===== config.mk =====
export PLATFORM = sky130hd
export DESIGN_NAME = seg_scan_display
export DESIGN_NICKNAME = d
export VERILOG_FILES = /design/src/rtl/seg_scan_display.sv
export SDC_FILE = /design/constraint.sdc
export NUM_CORES = 1
export LEC_CHECK = 0
export CORE_AREA = 3 3 82 143
export DETAILED_ROUTE_END_ITERATION = 12
export DIE_AREA = 0 0 85 146
export PLACE_DENSITY_LB_ADDON = 0.05
export SYNTH_ARGS = -nofsm -noshare
export SYNTH_HDL_FRONTEND = slang
export SYNTH_SLANG_ARGS = --single-unit

===== constraint.sdc =====
create_clock -name CLK -period 2.6 [get_ports CLK]
set_input_delay 0.52 -clock CLK [delete_from_list [all_inputs] [get_ports CLK]]
set_output_delay 0.52 -clock CLK [all_outputs]
set_load 0.01 [all_outputs]

===== src/rtl/seg_scan_display.sv =====
// Multiplexed 7-segment display scanner.
// - Scans DIGITS digits at SCAN_DIV clocks per digit.
// - Brightness uses PWM on the anodes.
// - Leading zeros can be blanked.
// - New display data is double-buffered, so a frame never shows half-old,
//   half-new digits.
//
// Update handshake (valid/ready):
// - upd_ready is high while no update is pending.
// - A transfer happens on any rising edge where upd_valid && upd_ready.
// - The transfer captures num/dp/blank_lz into a pending buffer.
// - The pending buffer moves into the display registers at the next frame
//   boundary. upd_ready stays low until then.
// - The source may hold upd_valid high while upd_ready is low; the data is
//   ignored until ready returns.
module seg_scan_display #(
  parameter int DIGITS   = 8,
  parameter int SCAN_DIV = 100_000,
  parameter int PWM_BITS = 4
) (
  input  logic                  CLK,
  input  logic                  rst,
  input  logic [4*DIGITS-1:0]   num,
  input  logic [DIGITS-1:0]     dp,
  input  logic                  blank_lz,
  input  logic [PWM_BITS-1:0]   brightness,
  input  logic                  upd_valid,
  output logic                  upd_ready,
  output logic [DIGITS-1:0]     an,
  output logic [7:0]            seg,
  output logic                  frame_tick
);

  localparam int SW = (SCAN_DIV > 1) ? $clog2(SCAN_DIV) : 1;
  localparam int DW = (DIGITS > 1) ? $clog2(DIGITS) : 1;
  localparam logic [SW-1:0] SLOT_LAST  = SW'(SCAN_DIV - 1);
  localparam logic [DW-1:0] DIGIT_LAST = DW'(DIGITS - 1);

  // Scan and PWM counters
  logic [SW-1:0]       slot_q, slot_d;
  logic [DW-1:0]       digit_q, digit_d;
  logic [PWM_BITS-1:0] pwm_q, pwm_d;

  // Pending update buffer
  logic                pend_q, pend_d;
  logic [4*DIGITS-1:0] pend_num_q, pend_num_d;
  logic [DIGITS-1:0]   pend_dp_q, pend_dp_d;
  logic                pend_blz_q, pend_blz_d;

  // Display registers (change only at frame boundaries)
  logic [4*DIGITS-1:0] disp_num_q, disp_num_d;
  logic [DIGITS-1:0]   disp_dp_q, disp_dp_d;
  logic                disp_blz_q, disp_blz_d;

  // Registered pad drivers
  logic [DIGITS-1:0]   an_q, an_d;
  logic [7:0]          seg_q, seg_d;

  logic                slot_wrap;
  logic                frame_bnd;
  logic                xfer;
  logic [3:0]          cur_nib;
  logic                cur_dp;
  logic                cur_blank;
  logic                any_nz;
  logic [DIGITS-1:0]   blank_vec;
  logic                lit;
  logic [6:0]          glyph;

  assign upd_ready  = ~pend_q;
  assign frame_tick = frame_bnd & rst;
  assign an         = an_q;
  assign seg        = seg_q;

  // Slot, digit and PWM counters; the frame boundary is the double wrap
  always_comb begin
    slot_wrap = (slot_q == SLOT_LAST);
    frame_bnd = slot_wrap && (digit_q == DIGIT_LAST);
    slot_d    = slot_wrap ? '0 : slot_q + 1'b1;
    digit_d   = digit_q;
    if (slot_wrap) begin
      digit_d = (digit_q == DIGIT_LAST) ? '0 : digit_q + 1'b1;
    end
    pwm_d = pwm_q + 1'b1;
  end

  // Update capture into the pending buffer, then promotion at the boundary.
  // A transfer can only happen with nothing pending. A transfer landing on a
  // boundary therefore stays pending until the next boundary.
  always_comb begin
    xfer       = upd_valid && !pend_q;
    pend_d     = pend_q;
    pend_num_d = pend_num_q;
    pend_dp_d  = pend_dp_q;
    pend_blz_d = pend_blz_q;
    disp_num_d = disp_num_q;
    disp_dp_d  = disp_dp_q;
    disp_blz_d = disp_blz_q;
    if (frame_bnd && pend_q) begin
      disp_num_d = pend_num_q;
      disp_dp_d  = pend_dp_q;
      disp_blz_d = pend_blz_q;
      pend_d     = 1'b0;
    end
    if (xfer) begin
      pend_d     = 1'b1;
      pend_num_d = num;
      pend_dp_d  = dp;
      pend_blz_d = blank_lz;
    end
  end

  // Current digit select, leading-zero blanking and anode/segment decode
  always_comb begin
    cur_nib   = 4'h0;
    cur_dp    = 1'b0;
    any_nz    = 1'b0;
    blank_vec = '0;
    // Walk from the most significant digit down. A digit is a leading zero
    // when no digit at or above it is nonzero.
    for (int k = DIGITS - 1; k >= 0; k--) begin
      any_nz       = any_nz | (disp_num_q[4*k +: 4] != 4'h0);
      blank_vec[k] = (k != 0) && disp_blz_q && !disp_dp_q[k] && !any_nz;
    end
    for (int k = 0; k < DIGITS; k++) begin
      if (digit_q == DW'(k)) begin
        cur_nib = disp_num_q[4*k +: 4];
        cur_dp  = disp_dp_q[k];
      end
    end
    cur_blank = blank_vec[digit_q];
    case (cur_nib)
      4'h0: glyph = 7'h40;
      4'h1: glyph = 7'h79;
      4'h2: glyph = 7'h24;
      4'h3: glyph = 7'h30;
      4'h4: glyph = 7'h19;
      4'h5: glyph = 7'h12;
      4'h6: glyph = 7'h02;
      4'h7: glyph = 7'h78;
      4'h8: glyph = 7'h00;
      4'h9: glyph = 7'h10;
      4'hA: glyph = 7'h08;
      4'hB: glyph = 7'h03;
      4'hC: glyph = 7'h46;
      4'hD: glyph = 7'h21;
      4'hE: glyph = 7'h06;
      default: glyph = 7'h0E;
    endcase
    lit   = (&brightness) || (pwm_q < brightness);
    seg_d = cur_blank ? 8'hFF : {~cur_dp, glyph};
    an_d  = '1;
    for (int k = 0; k < DIGITS; k++) begin
      if (lit && !cur_blank && (digit_q == DW'(k))) an_d[k] = 1'b0;
    end
  end

  // State registers with synchronous active-low reset
  always_ff @(posedge CLK) begin
    if (!rst) begin
      slot_q     <= '0;
      digit_q    <= '0;
      pwm_q      <= '0;
      pend_q     <= 1'b0;
      pend_num_q <= '0;
      pend_dp_q  <= '0;
      pend_blz_q <= 1'b0;
      disp_num_q <= '0;
      disp_dp_q  <= '0;
      disp_blz_q <= 1'b0;
      an_q       <= '1;
      seg_q      <= 8'hFF;
    end else begin
      slot_q     <= slot_d;
      digit_q    <= digit_d;
      pwm_q      <= pwm_d;
      pend_q     <= pend_d;
      pend_num_q <= pend_num_d;
      pend_dp_q  <= pend_dp_d;
      pend_blz_q <= pend_blz_d;
      disp_num_q <= disp_num_d;
      disp_dp_q  <= disp_dp_d;
      disp_blz_q <= disp_blz_d;
      an_q       <= an_d;
      seg_q      <= seg_d;
    end
  end

endmodule

* Word level (Yosys, flattened, before mapping)
Memories as Yosys holds them, arrays and structs flattened. A register that Yosys moved wholly into a read port is not among the register bits.
Index checks and enable logic that the tools add are counted.
** Word-level totals
- Register bits :: 123
- Memory bits (read-only) :: 112
- Input port bits :: 48
- Output and inout bits :: 18
- Word-level logic and storage cells :: 120
- Memories kept :: 1
** Memory list
- (no name shown) :: words 16, width 7, rd ports 1, clocked after Yosys merged registers in 1, wr ports 0, RTL line 132 : case (cur_nib)
** Operators by class
- $add $sub $neg :: 3
- Order comparisons :: 2
- Eq/ne operators :: 8
- Muxes and demuxes :: 29
- Bitwise logic cells :: 10
- Reductions and logical operators :: 55
** Operators with widths (count)
- $mux W4 :: 8
- $reduce_bool A4 Y1 :: 7
- $logic_and A1 B1 Y1 :: 26
- $mux W1 :: 19
- $add A17 B1 Y17 const B :: 1
- $eq A17 B17 Y1 const B :: 1
- $logic_not A1 Y1 :: 16
- $eq A3 B3 Y1 const B :: 4
- $eq A3 B2 Y1 const B :: 2
- $or A1 B1 Y1 :: 6
- $add A4 B1 Y4 const B :: 1
- $lt A3 B4 Y1 const B :: 1
- $lt A4 B4 Y1 :: 1
- $reduce_and A4 Y1 :: 1
- $reduce_or A2 Y1 :: 2
- $add A3 B1 Y3 const B :: 1
- $bmux W1 S3 :: 1
- $eq A3 B1 Y1 const B :: 1
- $logic_not A3 Y1 :: 1
- $mux W3 :: 1
- $not A1 Y1 :: 3
- $reduce_bool A2 Y1 :: 1
- $and A1 B1 Y1 :: 1
- $logic_or A1 B1 Y1 :: 1

* Logic depth before layout (Yosys ltp)
Gate-level depths: netlist of run 1.
- Depth after elaboration :: 15
- Mapped depth :: 14
- Depth with buffers taken out :: 12

* Least setup slack after synthesis of run 1
No wires, ideal clock.
- Path kind :: register -> register
- Start point :: register digit_q[2]
- End point :: register seg_q[3], in the netlist seg[3]
- Setup time :: 0.061 ns
- Arrival :: 2.530 ns
- Required time :: 2.539 ns
- Slack :: 0.009 ns
- Cell stages (with the launch flop) :: 15
- Buffers on the path :: 2
- Period minus slack after synthesis :: 2.591 ns
- Cells stage by stage :: dfxtp_1 > buf_4 > clkinv_1 > ha_1 > buf_2 > or2_1 > a21oi_1 > a211oi_1 > o31ai_4 > inv_1 > ha_1 > inv_1 > mux2i_1 > mux2_2 > nand2_1
** On the way
- Word-level cells in the longest chain between the ends :: 9
- Elaborated cells between the ends (all ways) :: 19
- Classes of those cells :: 7 x eq/ne; 10 x mux; 2 x reduce/logical
** RTL lines
- from (decl) :: RTL line 41 : logic [DW-1:0] digit_q, digit_d;
- from (signal assigned) :: RTL line 175 : digit_q <= digit_d;
- $logic_not A3 Y1 :: RTL line 126 : if (digit_q == DW'(k)) begin
- $mux W4 (8 in series) :: RTL line 126
- to (decl) :: RTL line 57 : logic [7:0] seg_q, seg_d;
Parallel ways exist; a longest one is shown, timed or not. The select of a mux whose other input is x is not followed.
A chain may end at the register's enable or synchronous reset.

* Final worst setup path of run 1
- Start point :: register digit_q[1]
- End point :: register seg_q[3], in the netlist seg[3]
Same word-level chain as after synthesis.

==> impl_metrics.toml, run 1 <==
[route]
drt_first_iter_violations = 181
post-route-drc-count = 0
route.detailed.wl_per_inst_um = 15.3
drtPass1Iterations = 4
postRouteAntennaNets = 0
count_of_vias_placed_by_the_detailed_router = 4648
vias_per_cell = 5.34
wirelength_um = 13300

[flow_run]
cap_violations = 0

[clock_network]
cts.reportedPaths.clkPinSlew_ns = 0.06
cts_tree = "done"
clk_buf_depth = 2
tritoncts.num_buffers = 17
h-tree-depth = 4
worstSkewPairLatency_ns = 0.41
ctsRootBufferMaster = "sky130_fd_sc_hd__clkbuf_16"
cts.sink_count = 123

[synthesis]
syn-mean-instance-area_um2 = 8.12
syn-num-nets = 716
ys_seq_elements = 123
yosys_warnings = 0
number_of_enable_flip_flop_cells_after_synthesis = 0
syn-cell-area_mm2 = 0.00530
postSynthCellCount = 653
ys_async_sr_fraction = 0
synthDistinctLibCells = 57
ys.flop_type = "sky130_fd_sc_hd__dfxtp_1"
synth.yosys.seq_area_share = 0.465

[layout]
multi_input_area_mm2 = 0.00265
net_count_reported_at_finish = 791
area.growth.synth_to_final_pct = 29.1
storage_cell_area_mm2 = 0.00247
insertedDiodeCount = 0
postLayoutCoreUtil = 0.640
drive_above_1_share = 0.123
fill_cells = 944
finalInstanceArea_mm2 = 0.00684

[sta]
fmaxAchievable_mhz = 401
finalHoldViolations = 0
final.period_utilization = 0.959
timing.hold.ws_ns = 0.451
worst_pin_slew_ns = 0.678
slew_viol_final = 0
setup_viol = 0
min_period_ns = 2.49
timing.slew.headroom = 0.548
max_clock_skew_ns = 0.00868
fin_tns_setup_ns = 0

[die]
core-area_mm2 = 0.0107
die-width_um = 85
floorplan.initialDensity = 0.495
die_area_mm2 = 0.0124
boundaryPins = 66
die_h_um = 146
row_count = 50

[critical_path]
crit_path_end_kind = "flip-flop"
critPathRequiredTime_ns = 2.87
critical_path_class = "flip-flop to flip-flop"
worstPathArrival_ns = 2.76
worst-path-max-fanout = 6
critical_path.startpoint_type = "flip-flop"

[global_route]
grt_overflow = 0
grt_pass1_wl_um = 22100
antenna_violations_before_repair = 0
grt_max_degree = 56
first_global_vias = 4622
grt_util_all_layers = 0.222

[pwr]
static_leakage_nw = 2.57
totalPowerFinal_mw = 4.50
pwr_density_cell_mw_per_mm2 = 658
ir_drop_uv = 482

[place]
io_buffer_count = 65
globalplace.congestion = 0.845
placedInstanceArea_mm2 = 0.00613
dp.final_hpwl_um = 9610

[status]
result_of_the_run = "complete, no violations"

[min_path]
hold_path.class = "flip-flop to flip-flop"
[area by class of cell]
type | instances | share of cell area
inverter | 20 | 0.0110
tap | 130 | 0.0238
clock inverter | 13 | 0.0212
sequential | 123 | 0.360
multi-input combinational | 469 | 0.387
clock buffer | 19 | 0.0647
timing repair buffer | 97 | 0.132
[sequential cells by signal, summed over array words and instances (netlist names)]
register	flops
disp_num_q	32
pend_num_q	32
slot_q	17
an	8
disp_dp_q	8
pend_dp_q	8
seg	8
pwm_q	4
digit_q	3
disp_blz_q	1
pend_blz_q	1
pend_q	1
[kinds of logic after synthesis]
kind of cell | Yosys count | share of synthesized area
and+or+nand+nor | 285 | 0.234
buffers and inverters | 61 | 0.0585
xor gates and xnor gates | 15 | 0.0248
muxes | 11 | 0.0210
DFF | 123 | 0.465
AOI/OAI and AO/OA | 143 | 0.162
adders and majority gates | 15 | 0.0354
[routing by layer]
layer | GRT usage | routed length [um]
met3 | 0.0397 | 470
met5 | 0 | 0
met4 | 0.0967 | 302
met1 | 0.236 | 5220
met2 | 0.414 | 7330
[final timing paths]
check,end,slack [ns],startpoint,cells past startpoint
hold / removal,disp_num_q[6],0.45,pend_num_q[6],2
setup / recovery,seg[3],0.11,digit_q[1],13
hold reg to reg,disp_num_q[6],0.45,pend_num_q[6],2
setup reg to reg,seg[3],0.11,digit_q[1],13
[power breakdown]
group          total [mW]  leakage [nW]  internal [mW]  switching, mW
clock                2.30         0.280           1.44          0.860
combinational       0.237          1.29          0.123          0.114
sequential           1.97          1.00           1.94         0.0285
[worst max-delay path, stage by stage, from the launching register on]
cell and delay [ns]:
sky130_fd_sc_hd__dfxtp_2 0.36, sky130_fd_sc_hd__ha_4 0.19, sky130_fd_sc_hd__ha_4 0.18, sky130_fd_sc_hd__or2_4 0.25, sky130_fd_sc_hd__a21oi_2 0.11, sky130_fd_sc_hd__a211oi_1 0.08, sky130_fd_sc_hd__buf_4 0.15, sky130_fd_sc_hd__o31ai_4 0.24
sky130_fd_sc_hd__inv_1 0.09, sky130_fd_sc_hd__ha_1 0.29, sky130_fd_sc_hd__inv_1 0.05, sky130_fd_sc_hd__mux2i_1 0.15, sky130_fd_sc_hd__mux2_2 0.17, sky130_fd_sc_hd__nand2_1 0.05
[cells in the final DEF, fill, tap and decap left out, types with 3 or more instances in the layout]
cell                                n
sky130_fd_sc_hd__a21oi_1           95
sky130_fd_sc_hd__a21oi_2            4
sky130_fd_sc_hd__a221oi_1           4
sky130_fd_sc_hd__and2_1             5
sky130_fd_sc_hd__and3_1             6
sky130_fd_sc_hd__and4_1             3
sky130_fd_sc_hd__buf_4             31
sky130_fd_sc_hd__clkbuf_16         17
sky130_fd_sc_hd__clkdlybuf4s50_1   64
sky130_fd_sc_hd__clkinv_4           5
sky130_fd_sc_hd__clkinvlp_4         3
sky130_fd_sc_hd__dfxtp_1          120
sky130_fd_sc_hd__dfxtp_2            3
sky130_fd_sc_hd__ha_1               7
sky130_fd_sc_hd__ha_4               7
sky130_fd_sc_hd__inv_1             16
sky130_fd_sc_hd__inv_2              3
sky130_fd_sc_hd__mux2i_1           10
sky130_fd_sc_hd__nand2_1          187
sky130_fd_sc_hd__nand2b_1           4
sky130_fd_sc_hd__nand3_1           11
sky130_fd_sc_hd__nand3b_1           3
sky130_fd_sc_hd__nand4_1            7
sky130_fd_sc_hd__nor2_1            32
sky130_fd_sc_hd__nor2b_1            5
sky130_fd_sc_hd__nor3_1             3
sky130_fd_sc_hd__nor4_1             6
sky130_fd_sc_hd__o21ai_0            8
sky130_fd_sc_hd__o221ai_1           4
sky130_fd_sc_hd__xnor2_1            6
sky130_fd_sc_hd__xor2_1             9
[through the flow]
stage	cells	setup slack, ns
after floorplan	653	0.00894
after global placement	838	0.114
after detailed placement	838	-0.00368
after CTS	871	0.000240
after global routing	871	-0.00101
final	871	0.106
[synth_stat cells (all sizes together), types with 2 or more instances]
cell | instances | area, um2
nor3b | 2 | 15.0
nor3 | 3 | 15.0
a221oi | 6 | 58.8
clkbuf | 23 | 86.3
o32ai | 2 | 17.5
ha | 15 | 188
a211oi | 2 | 15.0
a21oi | 99 | 507
nor2b | 6 | 37.5
nand3b | 3 | 22.5
a2bb2oi | 2 | 17.5
o22ai | 2 | 12.5
and4 | 3 | 26.3
o2111ai | 2 | 17.5
nand2 | 187 | 702
xor2 | 9 | 78.8
dfxtp | 123 | 2460
nor4 | 7 | 43.8
inv | 19 | 71.3
nand2b | 4 | 25.0
nand4 | 7 | 43.8
nor2 | 32 | 120
a21o | 2 | 15.0
a21boi | 2 | 15.0
buf | 18 | 149
or2 | 4 | 25.0
and2 | 5 | 31.3
xnor2 | 6 | 52.6
o221ai | 4 | 35.0
a2111oi | 2 | 17.5
or3 | 2 | 12.5
o21ai | 9 | 45.0
and3 | 7 | 48.8
a31oi | 2 | 12.5
nand3 | 11 | 55.1
mux2i | 10 | 100
[what timing repair did]
| action | 4_1_cts | 5_1_grt |
|---|---|---|
| endpoints found under the setup margin | 3 | 8 |
| buffers inserted | 1 | 0 |
| pin swaps | 3 | 0 |
| hold buffers | 0 | 0 |
| gates resized for setup | 8 | 18 |
No activity file was read; power rests on OpenSTA's default activity.
==> inputs of run 2 (changes only) <==
--- a/config.mk
+++ b/config.mk
@@ -8,6 +8,7 @@
 export CORE_AREA = 3 3 82 143
 export DETAILED_ROUTE_END_ITERATION = 12
 export DIE_AREA = 0 0 85 146
+export GPL_ROUTABILITY_DRIVEN = 0
 export PLACE_DENSITY_LB_ADDON = 0.05
 export SYNTH_ARGS = -nofsm -noshare
 export SYNTH_HDL_FRONTEND = slang
==> impl_metrics.toml, run 2 (synthesis gave the netlist of run 1 again) <==
[status]
result_of_the_run = "complete, no violations"

[min_path]
holdCritStartpoint = "pend_dp_q[0]"
hold_depth = 2
timing.hold.worst_endpoint = "disp_dp_q[0]"
hold_path.class = "flip-flop to flip-flop"

[route]
drtPass1Iterations = 7
post-route-drc-count = 0
postRouteAntennaNets = 0
wirelength_um = 13300
drt_first_iter_violations = 322
vias_per_cell = 5.43
route.detailed.wl_per_inst_um = 15.3
count_of_vias_placed_by_the_detailed_router = 4709

[global_route]
grt_max_degree = 56
first_global_vias = 4594
grt_overflow = 0
grt_util_all_layers = 0.218
antenna_violations_before_repair = 0
grt_pass1_wl_um = 21800

[die]
core-area_mm2 = 0.0107
floorplan.initialDensity = 0.495
die_area_mm2 = 0.0124
die_h_um = 146
die-width_um = 85
row_count = 50
boundaryPins = 66

[clock_network]
h-tree-depth = 4
cts_tree = "done"
clk_buf_depth = 2
worstSkewPairLatency_ns = 0.41
tritoncts.num_buffers = 17
ctsRootBufferMaster = "sky130_fd_sc_hd__clkbuf_16"
cts.sink_count = 123
cts.reportedPaths.clkPinSlew_ns = 0.05
postCtsHoldBufs = 0

[sta]
timing.slew.headroom = 0.527
finalHoldViolations = 0
setup_viol = 0
timing.final.ws_setup_ns = 0.0432
timing.hold.ws_ns = 0.452
final.period_utilization = 0.983
slew_viol_final = 0
fin_tns_setup_ns = 0
fmaxAchievable_mhz = 391
max_clock_skew_ns = 0.00685
worst_pin_slew_ns = 0.710
min_period_ns = 2.56

[layout]
finalInstanceArea_mm2 = 0.00681
net_count_reported_at_finish = 789
finish.cell_count_without_fillers = 868
insertedDiodeCount = 0
most-common-layout-cells = "sky130_fd_sc_hd__nand2_1, sky130_fd_sc_hd__dfxtp_1, sky130_fd_sc_hd__a21oi_1"
postLayoutCoreUtil = 0.637
layout_commonest_cell = "sky130_fd_sc_hd__nand2_1"
registers_with_the_most_flip_flops = "disp_num_q x32, pend_num_q x32, slot_q x17"
drive_above_1_share = 0.115
area.growth.synth_to_final_pct = 28.5

[pwr]
pwr_density_cell_mw_per_mm2 = 656
ir_drop_uv = 556
static_leakage_nw = 2.54
totalPowerFinal_mw = 4.47

[critical_path]
r2r_cells = 12
crit_path_end_kind = "flip-flop"
worstPathArrival_ns = 2.91
worstReg2RegStart = "digit_q[0]"
critical_path.startpoint = "digit_q[0]"
critPathRequiredTime_ns = 2.95
critical_path.startpoint_type = "flip-flop"
critical_path_class = "flip-flop to flip-flop"
worst-path-max-fanout = 6
worstReg2RegEnd = "seg[3]"
slack_of_the_worst_reg_to_reg_path_ns = 0.04

[place]
dp.final_hpwl_um = 9390
dp_cells = 835
io_buffer_count = 65
placedInstanceArea_mm2 = 0.00610
place_ws_ns = -0.0155

[flow_run]
cap_violations = 0
[run 2: changes by cell type in the layout (fill, tap and decap cells not counted), moves of 2 or more]
cell / delta
sky130_fd_sc_hd__clkbuf_1: +3
sky130_fd_sc_hd__buf_4: -2
sky130_fd_sc_hd__dfxtp_2: -2
sky130_fd_sc_hd__clkinv_4: -5
sky130_fd_sc_hd__dfxtp_4: +2
sky130_fd_sc_hd__clkbuf_8: +2
[run 2: worst max path at each step]
stage / to / slack [ns] / cells after the start
2_1_floorplan: seg[3] / 0.009 / 14
3_3_place_gp: seg[3] / 0.08 / 13
3_5_place_dp: seg[3] / -0.02 / 13
4_1_cts: seg[3] / 0.02 / 13
5_1_grt: seg[3] / -0.00002 / 13
6_report: seg[3] / 0.04 / 12
[run 2: worst max-delay path, stage by stage, from the launching register on]
cell and delay, ns:
sky130_fd_sc_hd__dfxtp_4 0.38, sky130_fd_sc_hd__ha_4 0.18, sky130_fd_sc_hd__ha_4 0.18, sky130_fd_sc_hd__or2_4 0.25, sky130_fd_sc_hd__a311oi_2 0.23, sky130_fd_sc_hd__nor4_1 0.09, sky130_fd_sc_hd__or2_1 0.26, sky130_fd_sc_hd__buf_4 0.15
sky130_fd_sc_hd__ha_1 0.27, sky130_fd_sc_hd__inv_1 0.08, sky130_fd_sc_hd__mux2i_1 0.08, sky130_fd_sc_hd__mux2_2 0.28, sky130_fd_sc_hd__nand2_1 0.06
[run 2: timing repair]
action                                  in CTS  in global routing
pin swaps                                    1                  2
resized for setup                           11                 18
endpoints found under the setup margin       3                  6
hold endpoints to repair                     0                  0
buffers inserted                             0                  2
[run 2: area by class of cell]
class | count | area (um2)
fill | 928 | 3880
multi-input combinational | 469 | 2640
sequential | 123 | 2470
timing repair buffer | 95 | 887
clock buffer | 24 | 482
tap | 130 | 163
clock inverter | 7 | 90.1
inverter | 20 | 77.6
[run 2: power breakdown]
group	internal (mW)	switching (mW)	total (mW)	leakage [nW]
Sequential	1.94	0.0288	1.97	1.00
Combinational	0.123	0.115	0.239	1.26
Clock	1.47	0.789	2.26	0.276
[run 2: routing by layer]
metal	wire [um]	vias up	share of wire	global-route usage
li1	-	2349	-	-
met1	5310	2224	0.40	0.240
met2	7190	108	0.54	0.388
met3	414	28	0.031	0.0482
met4	386	0	0.029	0.0998
met5	0	-	0	0
